<file path="src/rtl/ahb_arb_pkg.sv">
// Shared encodings for the two-master AHB-Lite arbiter: transfer types, data/grant owner,
// and a helper that recognises an active transfer.
package ahb_arb_pkg;

    typedef enum logic [1:0] {
        HtransIdle   = 2'b00,
        HtransBusy   = 2'b01,
        HtransNonseq = 2'b10,
        HtransSeq    = 2'b11
    } htrans_e;

    typedef enum logic [1:0] {
        OwnNone = 2'b00,
        OwnM1   = 2'b01,
        OwnM2   = 2'b10
    } owner_e;

    function automatic logic is_xfer(logic [1:0] htrans);
        return (htrans == HtransNonseq) || (htrans == HtransSeq);
    endfunction

endpackage

</file>
<file path="src/rtl/ahb_2m1s_arbiter_if.sv">
// One AHB-Lite link. The master modport issues transfers; the slave modport answers them.
interface ahb_2m1s_arbiter_if #(
    parameter int unsigned AW = 32,
    parameter int unsigned DW = 64
);
    logic [AW-1:0] haddr;
    logic [1:0]    htrans;
    logic          hwrite;
    logic [2:0]    hsize;
    logic [DW-1:0] hwdata;
    logic          hready;
    logic [DW-1:0] hrdata;

    modport master (
        output haddr, htrans, hwrite, hsize, hwdata,
        input  hready, hrdata
    );

    modport slave (
        input  haddr, htrans, hwrite, hsize, hwdata,
        output hready, hrdata
    );
endinterface

</file>
<file path="src/rtl/ahb_arb_pend_reg.sv">
// Capture register for one master's address phase that could not be issued directly.
// Holds it until the arbiter issues it to the slave.
module ahb_arb_pend_reg #(
    parameter int unsigned AW = 32
) (
    input  logic          clk_i,
    input  logic          rst_ni,
    input  logic          set_i,
    input  logic          clr_i,
    input  logic [AW-1:0] addr_i,
    input  logic          write_i,
    input  logic [2:0]    size_i,
    output logic          valid_o,
    output logic [AW-1:0] addr_o,
    output logic          write_o,
    output logic [2:0]    size_o
);
    logic          valid_q, valid_d;
    logic [AW-1:0] addr_q, addr_d;
    logic          write_q, write_d;
    logic [2:0]    size_q, size_d;

    always_comb begin
        valid_d = valid_q;
        addr_d  = addr_q;
        write_d = write_q;
        size_d  = size_q;
        if (set_i) begin
            valid_d = 1'b1;
            addr_d  = addr_i;
            write_d = write_i;
            size_d  = size_i;
        end else if (clr_i) begin
            valid_d = 1'b0;
        end
    end

    always_ff @(posedge clk_i or negedge rst_ni) begin
        if (!rst_ni) begin
            valid_q <= 1'b0;
            addr_q  <= '0;
            write_q <= 1'b0;
            size_q  <= '0;
        end else begin
            valid_q <= valid_d;
            addr_q  <= addr_d;
            write_q <= write_d;
            size_q  <= size_d;
        end
    end

    assign valid_o = valid_q;
    assign addr_o  = addr_q;
    assign write_o = write_q;
    assign size_o  = size_q;
endmodule

</file>
<file path="src/rtl/ahb_2m1s_arbiter.sv">
// Shares one AHB-Lite slave between the IFU (m1) and LSU (m2) ports without HGRANT: losers
// are captured and stalled. Define AHB_ARB_RR_EN for round-robin instead of fixed M1 > M2.
module ahb_2m1s_arbiter
    import ahb_arb_pkg::*;
#(
    parameter int unsigned AW = 32,
    parameter int unsigned DW = 64
) (
    input logic                HCLK,
    input logic                HRESETn,
    ahb_2m1s_arbiter_if.slave  m1_io,
    ahb_2m1s_arbiter_if.slave  m2_io,
    ahb_2m1s_arbiter_if.master slv_io
);
    owner_e winner, contend_win;
    owner_e gnt_q, gnt_d, down_q, down_d;
    logic   lock_q, lock_d;

    logic          pend_v_m1, pend_w_m1, pend_v_m2, pend_w_m2;
    logic [AW-1:0] pend_a_m1, pend_a_m2;
    logic [2:0]    pend_s_m1, pend_s_m2;

    logic hready_m1, hready_m2, live_m1, live_m2, req_m1, req_m2;
    logic cap_m1, cap_m2, clr_m1, clr_m2;

    logic [AW-1:0] addr_sel;
    logic          write_sel;
    logic [2:0]    size_sel;
    logic [DW-1:0] wdata_sel;

    // A stalled master sees HREADY low; the data owner follows the slave; otherwise idle OKAY.
    always_comb begin
        hready_m1 = 1'b1;
        if (pend_v_m1) begin
            hready_m1 = 1'b0;
        end else if (down_q == OwnM1) begin
            hready_m1 = slv_io.hready;
        end
        hready_m2 = 1'b1;
        if (pend_v_m2) begin
            hready_m2 = 1'b0;
        end else if (down_q == OwnM2) begin
            hready_m2 = slv_io.hready;
        end
    end

    assign live_m1 = is_xfer(m1_io.htrans) & hready_m1;
    assign live_m2 = is_xfer(m2_io.htrans) & hready_m2;
    assign req_m1  = pend_v_m1 | live_m1;
    assign req_m2  = pend_v_m2 | live_m2;

`ifdef AHB_ARB_RR_EN
    logic prefer_m2_q, prefer_m2_d;

    always_comb begin
        prefer_m2_d = prefer_m2_q;
        if (slv_io.hready && (winner != OwnNone)) begin
            prefer_m2_d = (winner == OwnM1);
        end
    end

    always_ff @(posedge HCLK or negedge HRESETn) begin
        if (!HRESETn) begin
            prefer_m2_q <= 1'b0;
        end else begin
            prefer_m2_q <= prefer_m2_d;
        end
    end

    assign contend_win = prefer_m2_q ? OwnM2 : OwnM1;
`else
    assign contend_win = OwnM1;
`endif

    // Gated by reset so the slave side is idle immediately, even with masters still active.
    always_comb begin
        winner = OwnNone;
        if (HRESETn) begin
            if (lock_q) begin
                winner = gnt_q;
            end else if (req_m1 && req_m2) begin
                winner = contend_win;
            end else if (req_m1) begin
                winner = OwnM1;
            end else if (req_m2) begin
                winner = OwnM2;
            end
        end
    end

    always_comb begin
        addr_sel  = '0;
        write_sel = 1'b0;
        size_sel  = '0;
        unique case (winner)
            OwnM1: begin
                addr_sel  = pend_v_m1 ? pend_a_m1 : m1_io.haddr;
                write_sel = pend_v_m1 ? pend_w_m1 : m1_io.hwrite;
                size_sel  = pend_v_m1 ? pend_s_m1 : m1_io.hsize;
            end
            OwnM2: begin
                addr_sel  = pend_v_m2 ? pend_a_m2 : m2_io.haddr;
                write_sel = pend_v_m2 ? pend_w_m2 : m2_io.hwrite;
                size_sel  = pend_v_m2 ? pend_s_m2 : m2_io.hsize;
            end
            default: ;
        endcase
    end

    always_comb begin
        wdata_sel = '0;
        unique case (down_q)
            OwnM1:   wdata_sel = m1_io.hwdata;
            OwnM2:   wdata_sel = m2_io.hwdata;
            default: ;
        endcase
    end

    assign slv_io.htrans = (winner == OwnNone) ? HtransIdle : HtransNonseq;
    assign slv_io.haddr  = addr_sel;
    assign slv_io.hwrite = write_sel;
    assign slv_io.hsize  = size_sel;
    assign slv_io.hwdata = wdata_sel;

    assign m1_io.hready = hready_m1;
    assign m2_io.hready = hready_m2;
    assign m1_io.hrdata = slv_io.hrdata;
    assign m2_io.hrdata = slv_io.hrdata;

    // Any accepted request that is not issued to a ready slave this cycle gets captured.
    assign clr_m1 = (winner == OwnM1) & slv_io.hready;
    assign clr_m2 = (winner == OwnM2) & slv_io.hready;
    assign cap_m1 = live_m1 & ~clr_m1;
    assign cap_m2 = live_m2 & ~clr_m2;

    always_comb begin
        lock_d = (winner != OwnNone) && !slv_io.hready;
        gnt_d  = winner;
        down_d = slv_io.hready ? winner : down_q;
    end

    always_ff @(posedge HCLK or negedge HRESETn) begin
        if (!HRESETn) begin
            lock_q <= 1'b0;
            gnt_q  <= OwnNone;
            down_q <= OwnNone;
        end else begin
            lock_q <= lock_d;
            gnt_q  <= gnt_d;
            down_q <= down_d;
        end
    end

    ahb_arb_pend_reg #(.AW(AW)) u_pend_m1 (
        .clk_i   (HCLK),
        .rst_ni  (HRESETn),
        .set_i   (cap_m1),
        .clr_i   (clr_m1),
        .addr_i  (m1_io.haddr),
        .write_i (m1_io.hwrite),
        .size_i  (m1_io.hsize),
        .valid_o (pend_v_m1),
        .addr_o  (pend_a_m1),
        .write_o (pend_w_m1),
        .size_o  (pend_s_m1)
    );

    ahb_arb_pend_reg #(.AW(AW)) u_pend_m2 (
        .clk_i   (HCLK),
        .rst_ni  (HRESETn),
        .set_i   (cap_m2),
        .clr_i   (clr_m2),
        .addr_i  (m2_io.haddr),
        .write_i (m2_io.hwrite),
        .size_i  (m2_io.hsize),
        .valid_o (pend_v_m2),
        .addr_o  (pend_a_m2),
        .write_o (pend_w_m2),
        .size_o  (pend_s_m2)
    );
endmodule

</file>
<file path="src/flat_wrapper.sv">
// flat-port wrapper written by rule: the top's interface ports become plain ports
module ahb_2m1s_arbiter_flat import ahb_arb_pkg::*;
#(
    parameter int unsigned AW = 32,
    parameter int unsigned DW = 64
)
  (HCLK, HRESETn, m1_io_haddr, m1_io_htrans, m1_io_hwrite, m1_io_hsize, m1_io_hwdata, m1_io_hready, m1_io_hrdata, m2_io_haddr, m2_io_htrans, m2_io_hwrite, m2_io_hsize, m2_io_hwdata, m2_io_hready, m2_io_hrdata, slv_io_haddr, slv_io_htrans, slv_io_hwrite, slv_io_hsize, slv_io_hwdata, slv_io_hready, slv_io_hrdata);
  ahb_2m1s_arbiter_if #(.AW(AW), .DW(DW)) m1_io_i ();
  ahb_2m1s_arbiter_if #(.AW(AW), .DW(DW)) m2_io_i ();
  ahb_2m1s_arbiter_if #(.AW(AW), .DW(DW)) slv_io_i ();
  input logic HCLK;
  input logic HRESETn;
  input wire logic [$bits(m1_io_i.haddr)-1:0] m1_io_haddr;
  input wire logic [$bits(m1_io_i.htrans)-1:0] m1_io_htrans;
  input wire logic [$bits(m1_io_i.hwrite)-1:0] m1_io_hwrite;
  input wire logic [$bits(m1_io_i.hsize)-1:0] m1_io_hsize;
  input wire logic [$bits(m1_io_i.hwdata)-1:0] m1_io_hwdata;
  output wire logic [$bits(m1_io_i.hready)-1:0] m1_io_hready;
  output wire logic [$bits(m1_io_i.hrdata)-1:0] m1_io_hrdata;
  input wire logic [$bits(m2_io_i.haddr)-1:0] m2_io_haddr;
  input wire logic [$bits(m2_io_i.htrans)-1:0] m2_io_htrans;
  input wire logic [$bits(m2_io_i.hwrite)-1:0] m2_io_hwrite;
  input wire logic [$bits(m2_io_i.hsize)-1:0] m2_io_hsize;
  input wire logic [$bits(m2_io_i.hwdata)-1:0] m2_io_hwdata;
  output wire logic [$bits(m2_io_i.hready)-1:0] m2_io_hready;
  output wire logic [$bits(m2_io_i.hrdata)-1:0] m2_io_hrdata;
  output wire logic [$bits(slv_io_i.haddr)-1:0] slv_io_haddr;
  output wire logic [$bits(slv_io_i.htrans)-1:0] slv_io_htrans;
  output wire logic [$bits(slv_io_i.hwrite)-1:0] slv_io_hwrite;
  output wire logic [$bits(slv_io_i.hsize)-1:0] slv_io_hsize;
  output wire logic [$bits(slv_io_i.hwdata)-1:0] slv_io_hwdata;
  input wire logic [$bits(slv_io_i.hready)-1:0] slv_io_hready;
  input wire logic [$bits(slv_io_i.hrdata)-1:0] slv_io_hrdata;
  assign m1_io_i.haddr = m1_io_haddr;
  assign m1_io_i.htrans = m1_io_htrans;
  assign m1_io_i.hwrite = m1_io_hwrite;
  assign m1_io_i.hsize = m1_io_hsize;
  assign m1_io_i.hwdata = m1_io_hwdata;
  assign m1_io_hready = m1_io_i.hready;
  assign m1_io_hrdata = m1_io_i.hrdata;
  assign m2_io_i.haddr = m2_io_haddr;
  assign m2_io_i.htrans = m2_io_htrans;
  assign m2_io_i.hwrite = m2_io_hwrite;
  assign m2_io_i.hsize = m2_io_hsize;
  assign m2_io_i.hwdata = m2_io_hwdata;
  assign m2_io_hready = m2_io_i.hready;
  assign m2_io_hrdata = m2_io_i.hrdata;
  assign slv_io_haddr = slv_io_i.haddr;
  assign slv_io_htrans = slv_io_i.htrans;
  assign slv_io_hwrite = slv_io_i.hwrite;
  assign slv_io_hsize = slv_io_i.hsize;
  assign slv_io_hwdata = slv_io_i.hwdata;
  assign slv_io_i.hready = slv_io_hready;
  assign slv_io_i.hrdata = slv_io_hrdata;
  ahb_2m1s_arbiter #(.AW(AW), .DW(DW)) u_core (.HCLK(HCLK), .HRESETn(HRESETn), .m1_io(m1_io_i), .m2_io(m2_io_i), .slv_io(slv_io_i));
endmodule
</file>
<file path="config.mk">
export PLATFORM = sky130hd
export DESIGN_NAME = ahb_2m1s_arbiter_flat
export DESIGN_NICKNAME = d
export VERILOG_FILES = /design/src/rtl/ahb_arb_pkg.sv /design/src/rtl/ahb_2m1s_arbiter_if.sv /design/src/rtl/ahb_arb_pend_reg.sv /design/src/rtl/ahb_2m1s_arbiter.sv /design/src/flat_wrapper.sv
export SDC_FILE = /design/constraint.sdc
export NUM_CORES = 1
export LEC_CHECK = 0
export CORE_AREA = 2 2 197 199
export DETAILED_ROUTE_END_ITERATION = 12
export DIE_AREA = 0 0 199 201
export PLACE_DENSITY = 0.46
export SYNTH_ARGS = -nofsm -noshare
export SYNTH_HDL_FRONTEND = slang
export SYNTH_HIERARCHICAL = 1
export SYNTH_SLANG_ARGS = --single-unit
</file>
<file path="constraint.sdc">
create_clock -name HCLK -period 8.1 [get_ports HCLK]
set_clock_uncertainty 0.2 [all_clocks]
set_input_delay 2.43 -clock HCLK [delete_from_list [all_inputs] [get_ports HCLK]]
set_output_delay 2.43 -clock HCLK [all_outputs]
set_load 0.02 [all_outputs]
</file>
### Word-level counts from Yosys, hierarchy flattened

Index checks and enable logic that the tools add are counted.

| storage, ports and cells | value |
|---|---|
| flip-flop bits (word level) | 79 |
| latch bits | 0 |
| RAM bits | 0 |
| bits in read-only memories | 0 |
| input bits | 271 |
| output and inout port bits | 232 |
| word-level logic and storage cells | 62 |
| memories kept | 0 |

| cells by class | value |
|---|---|
| $add $sub $neg | 0 |
| $mul | 0 |
| divide/modulo/power cells | 0 |
| magnitude comparators | 0 |
| equal/unequal tests | 8 |
| shift operators | 0 |
| muxes and demuxes | 24 |
| bitwise gates (word level) | 10 |
| reductions and logical operators | 9 |

Operators by type and width:

| cell | number |
|---|---|
| $pmux 64 s2 | 1 |
| $mux 32 | 2 |
| $pmux 32 s2 | 1 |
| $eq 2x2->1 const B | 6 |
| $mux 2 | 6 |
| $mux 1 | 10 |
| $and 1x1->1 | 6 |
| $mux 3 | 2 |
| $pmux 3 s2 | 1 |
| $reduce_bool 2->1 | 3 |
| $eq 2x1->1 const B | 2 |
| $logic_and 1x1->1 | 2 |
| $logic_not 2->1 | 1 |
| $logic_or 1x1->1 | 2 |
| $not 1->1 | 2 |
| $or 1x1->1 | 2 |
| $pmux 1 s2 | 1 |
| $logic_not 1->1 | 1 |

### Longest topological paths before layout

| depth | value |
|---|---|
| word-level depth | 15 |
| mapped depth | 13 |
| mapped depth without buffers | 10 |

### By module

The synthesis kept the hierarchy.

By module, submodules not included:

| module | instances | cells an instance | area each (µm²) | seq. area each (µm²) |
|---|---|---|---|---|
| ahb_2m1s_arbiter | 1 | 478 | 3,558.4 | 125.1 |
| ahb_arb_pend_reg | 2 | 79 | 1,522.7 | 925.9 |

### Worst setup path before layout

Ideal clock, no wire load.

| timing path | value |
|---|---|
| kind | input to output |
| from | in slv_io_hready |
| to | out slv_io_haddr[10] |
| data arrival time | 4,234 ps |
| data required time | 5,470 ps |
| setup slack | 1,236 ps |
| stages on the path | 10 |
| path buffers | 3 |
| path through | buf_6 > nand2b_4 > a211oi_2 > a22o_1 > and2_1 > ha_1 > buf_2 > buf_1 > a22oi_1 > nor2b_1 |

| between the ends | value |
|---|---|
| word-level cells in the longest chain between the ends | 11 |
| elaborated cells on any way between the ends | 17 |
| classes of those cells | eq/ne (2); mux (10); bitwise (4); reduce/logical (1) |

RTL lines:

| element | RTL line | RTL |
|---|---|---|
| from (decl) | flat_wrapper.sv:32 | `input wire logic [$bits(slv_io_i.hready)-1:0] slv_io_hready;` |
| $mux 1 | ahb_2m1s_arbiter.sv:42 | `end else if (down_q == OwnM2) begin` |
| $mux 1 | ahb_2m1s_arbiter.sv:40 | `if (pend_v_m2) begin` |
| $and 1x1->1 | ahb_2m1s_arbiter.sv:48 | `assign live_m2 = is_xfer(m2_io.htrans) & hready_m2;` |
| $or 1x1->1 | ahb_2m1s_arbiter.sv:50 | `assign req_m2 = pend_v_m2 \| live_m2;` |
| $mux 2 | ahb_2m1s_arbiter.sv:85 | `end else if (req_m2) begin` |
| $mux 2 | ahb_2m1s_arbiter.sv:83 | `end else if (req_m1) begin` |
| $mux 2 * | ahb_2m1s_arbiter.sv:81 | `end else if (req_m1 && req_m2) begin` |
| $mux 2 * | ahb_2m1s_arbiter.sv:79 | `if (lock_q) begin` |
| $mux 2 * | ahb_2m1s_arbiter.sv:78 | `if (HRESETn) begin` |
| via u_core.gnt_d[1] | ahb_2m1s_arbiter.sv:16 | `owner_e gnt_q, gnt_d, down_q, down_d;` |
| $eq 2x2->1 / $eq 2x1->1 (equally long branches) | ahb_2m1s_arbiter.sv:95 | `unique case (winner)` |
| $pmux 32 s2 * | ahb_2m1s_arbiter.sv:95 |  |
| to (decl) | flat_wrapper.sv:27 | `output wire logic [$bits(slv_io_i.haddr)-1:0] slv_io_haddr;` |

The timed path passes the listed nets; every way through them passes the cells marked *.

### Worst setup path in the final report

| timing path | value |
|---|---|
| from | in slv_io_hready |
| to | out slv_io_haddr[21] |

| between the ends | value |
|---|---|
| word-level cells in the longest chain between the ends | 11 |
| elaborated cells on any way between the ends | 17 |
| classes of those cells | eq/ne (2); mux (10); bitwise (4); reduce/logical (1) |

RTL lines:

| element | RTL line |
|---|---|
| $mux 1 | ahb_2m1s_arbiter.sv:42 |
| $mux 1 | ahb_2m1s_arbiter.sv:40 |
| $and 1x1->1 | ahb_2m1s_arbiter.sv:48 |
| $or 1x1->1 | ahb_2m1s_arbiter.sv:50 |
| $mux 2 | ahb_2m1s_arbiter.sv:85 |
| $mux 2 | ahb_2m1s_arbiter.sv:83 |
| $mux 2 * | ahb_2m1s_arbiter.sv:81 |
| $mux 2 * | ahb_2m1s_arbiter.sv:79 |
| $mux 2 * | ahb_2m1s_arbiter.sv:78 |
| $eq 2x2->1 / $eq 2x1->1 (equally long branches) | ahb_2m1s_arbiter.sv:95 |
| $pmux 32 s2 * | ahb_2m1s_arbiter.sv:95 |

Every way passes the cells marked *; elsewhere a longest branch is shown, timed or not.

==> metrics.csv <==
metric,value,unit
io_buffers,307,
slew_headroom,27.5,%
grt_pass1_vias,5637,
numCtsBuffers,9,
seq_area_frac_synth,29.9,%
cts_tree,done,
pin_count,503,
antenna_found_initial,6,
clk_pin_slew,60,ps
dieArea,0.0400,mm^2
dieWidth,199,um
area_growth,43.0,%
start_kind,primary input,
grt_pass1_wl,46800,um
synth-xor-area-share,0,%
synth_cell_types,26,
rows,72,
cts_resized,0,
drtAntennaViolNets,0,
slew_violations,0,
path_cells,clkdlybuf4s50_1 -> nand2b_4 -> a211oi_2 -> a22o_1 -> nand2_1 -> ha_1 -> buf_4 -> nor2b_1 -> clkdlybuf4s50_1,
mostFrequentLayoutCells,"clkdlybuf4s50_1, a22oi_1, mux2_2, dfrtp_1, nor2_1",
path_max_fanout,19,
period_needed,7800,ps
setup_tns,0,ps
crit_top_cell,clkdlybuf4s50_1,
overflow,0,
rsz0062_at_grt,false,
cp.arrival,5170,ps
crit_slowest_cell,clkdlybuf4s50_1,
start_util,17.3,%
via_per_inst,4.05,
synth_simple_gate_area_share,8.13,%
drc,0,
vias,5323,
drive_gt1_share,23.3,%
syn_inst,636,
ys.flop_type,dfrtp_1,
synth_top_family_by_area,multiplexers,
final-hold-violation-count,0,
fillerInstances,4107,
drv_cap,0,
status,completed,
routed_wl,35500,um
crit_buf_inv,3,
cp-end-kind,output port,
root_buffer,clkbuf_16,
hp-class,reg2reg,
synth-async-reset-ratio,100,%
nNetsFinal,1065,
grt_max_degree,66,
finalCritPeriodShare,96.2,%
setup_viol,0,
syn_nets,912,
worst_slack,304,ps
core,0.0381,mm^2
cts_setup_buffers,0,
avgSynthCellArea,10.4,um^2
postCtsHoldBufs,0,
synth_top_cell_area_share,29.9,%
yosys.area.top_type,dfrtp_1,
hpwlAfterDp,28400,um
synth_fa_ha_area_share,0.947,%
die_h,201,um
h-tree-depth,3,
drt_first_pass_iters,4,
grt_usage,17.2,%
avgRoutedWirePerCell,27.1,um
clk_latency,350,ps
final_common_cell,clkdlybuf4s50_1,
clk_path_buf_depth,2,
muxShareOfSynthArea,28.0,%
peakVddDrop,0.110,mV
worst_pin_slew,1090,ps
power_density,295,mW/mm^2
path_delay_family,buffers and inverters,
worstPathRequired,5470,ps
ys_ff_latch,79,
place_ws,327,ps
drtIter0Drc,227,
path_class,in2out,
cpPeakStageDelay,640,ps
syn_area,0.00660,mm^2
max_freq,0.128,GHz
synth_compound_area_share,12.4,%
synth_edf_count,0,
yosys_warnings,6,
p_leak,3.53,nW
cts.sinks,79,
place.gp.congestion,0.726,
synth_area_leaders,"dfrtp_1, buf_4, mux2_2, mux2_4, a22oi_1",
==> registers in the layout, summed over array words and instances (netlist names) <==
name	count
u_core/lock_q	1
u_core/down_q	2
u_core/u_pend_m2/write_o	1
u_core/gnt_q	2
u_core/u_pend_m2/addr_o	32
u_core/u_pend_m1/write_o	1
u_core/u_pend_m1/addr_o	32
u_core/u_pend_m2/size_o	3
u_core/u_pend_m1/size_o	3
u_core/u_pend_m2/valid_o	1
u_core/u_pend_m1/valid_o	1
==> Yosys cell counts, types with 3 or more instances <==
| cell type | instances |
|---|---|
| a21o_1 | 3 |
| a22oi_1 | 100 |
| and2_1 | 3 |
| buf_1 | 6 |
| buf_12 | 6 |
| buf_2 | 12 |
| buf_4 | 131 |
| buf_6 | 7 |
| clkbuf_1 | 16 |
| dfrtp_1 | 79 |
| ha_1 | 5 |
| inv_1 | 8 |
| mux2_2 | 87 |
| mux2_4 | 58 |
| nor2_1 | 67 |
| nor2b_1 | 36 |
==> cells by family after synthesis <==
family                   Yosys count
AND/OR/NAND/NOR                  111
buffers and inverters            186
flip-flops                        79
multiplexers                     145
other                              1
adder cells (fa/ha/maj)            5
AO/OA/AOI/OAI                    109
==> metal layers <==
layer	part of all wire [%]	vias to the layer above	global-route usage [%]
li1	-	2405	-
met1	38	2537	19.2
met2	45	345	27.3
met3	16	32	12.0
met4	0.94	4	2.40
met5	0.15	-	1.36
==> per-stage QoR <==
stage	hold slack [ps]	instances	util [%]	total power, W	cell area, um^2
2_1_floorplan	271	636	-	0.00187	6600
3_3_place_gp	284	1296	24.0	0.00239	9140
3_5_place_dp	288	1296	24.0	0.00239	9140
4_1_cts	305	1312	24.8	0.00284	9440
5_1_grt	318	1312	24.8	0.00297	9440
6_report	302	1313	24.8	0.00278	9440
==> cell type report <==
type,count,area [um^2],share of cell area (%)
diodes,1,2.50,0.0265
well taps,518,648,6.86
inverters,8,30.0,0.318
flip-flops and latches,79,1980,21.0
clock inverters,6,71.3,0.755
repair buffers,320,3180,33.7
clock buffers,10,229,2.42
multi-input cells,371,3300,35.0
==> where the power goes <==
part | total (W) | switching (W) | internal, W
clock network | 0.000426 | 0.000184 | 0.000242
logic | 0.00159 | 0.000715 | 0.000875
registers | 0.000768 | 0.000179 | 0.000589
==> worst paths after layout <==
kind / to / cells past startpoint / from / slack (ps)
max: slv_io_haddr[21] / 9 / slv_io_hready / 300
min: u_core/u_pend_m1/size_o[2] / 1 / u_core/u_pend_m1/size_o[2] / 300
max reg2reg: u_core/u_pend_m2/addr_o[31] / 9 / u_core/u_pend_m1/valid_o / 3920
min reg2reg: u_core/u_pend_m1/size_o[2] / 1 / u_core/u_pend_m1/size_o[2] / 300
max in group asynchronous: u_core/u_pend_m2/addr_o[22] / 3 / HRESETn / 4740
min in group asynchronous: u_core/u_pend_m1/addr_o[8] / 2 / HRESETn / 1940
No activity file was read; power rests on OpenSTA's default activity.
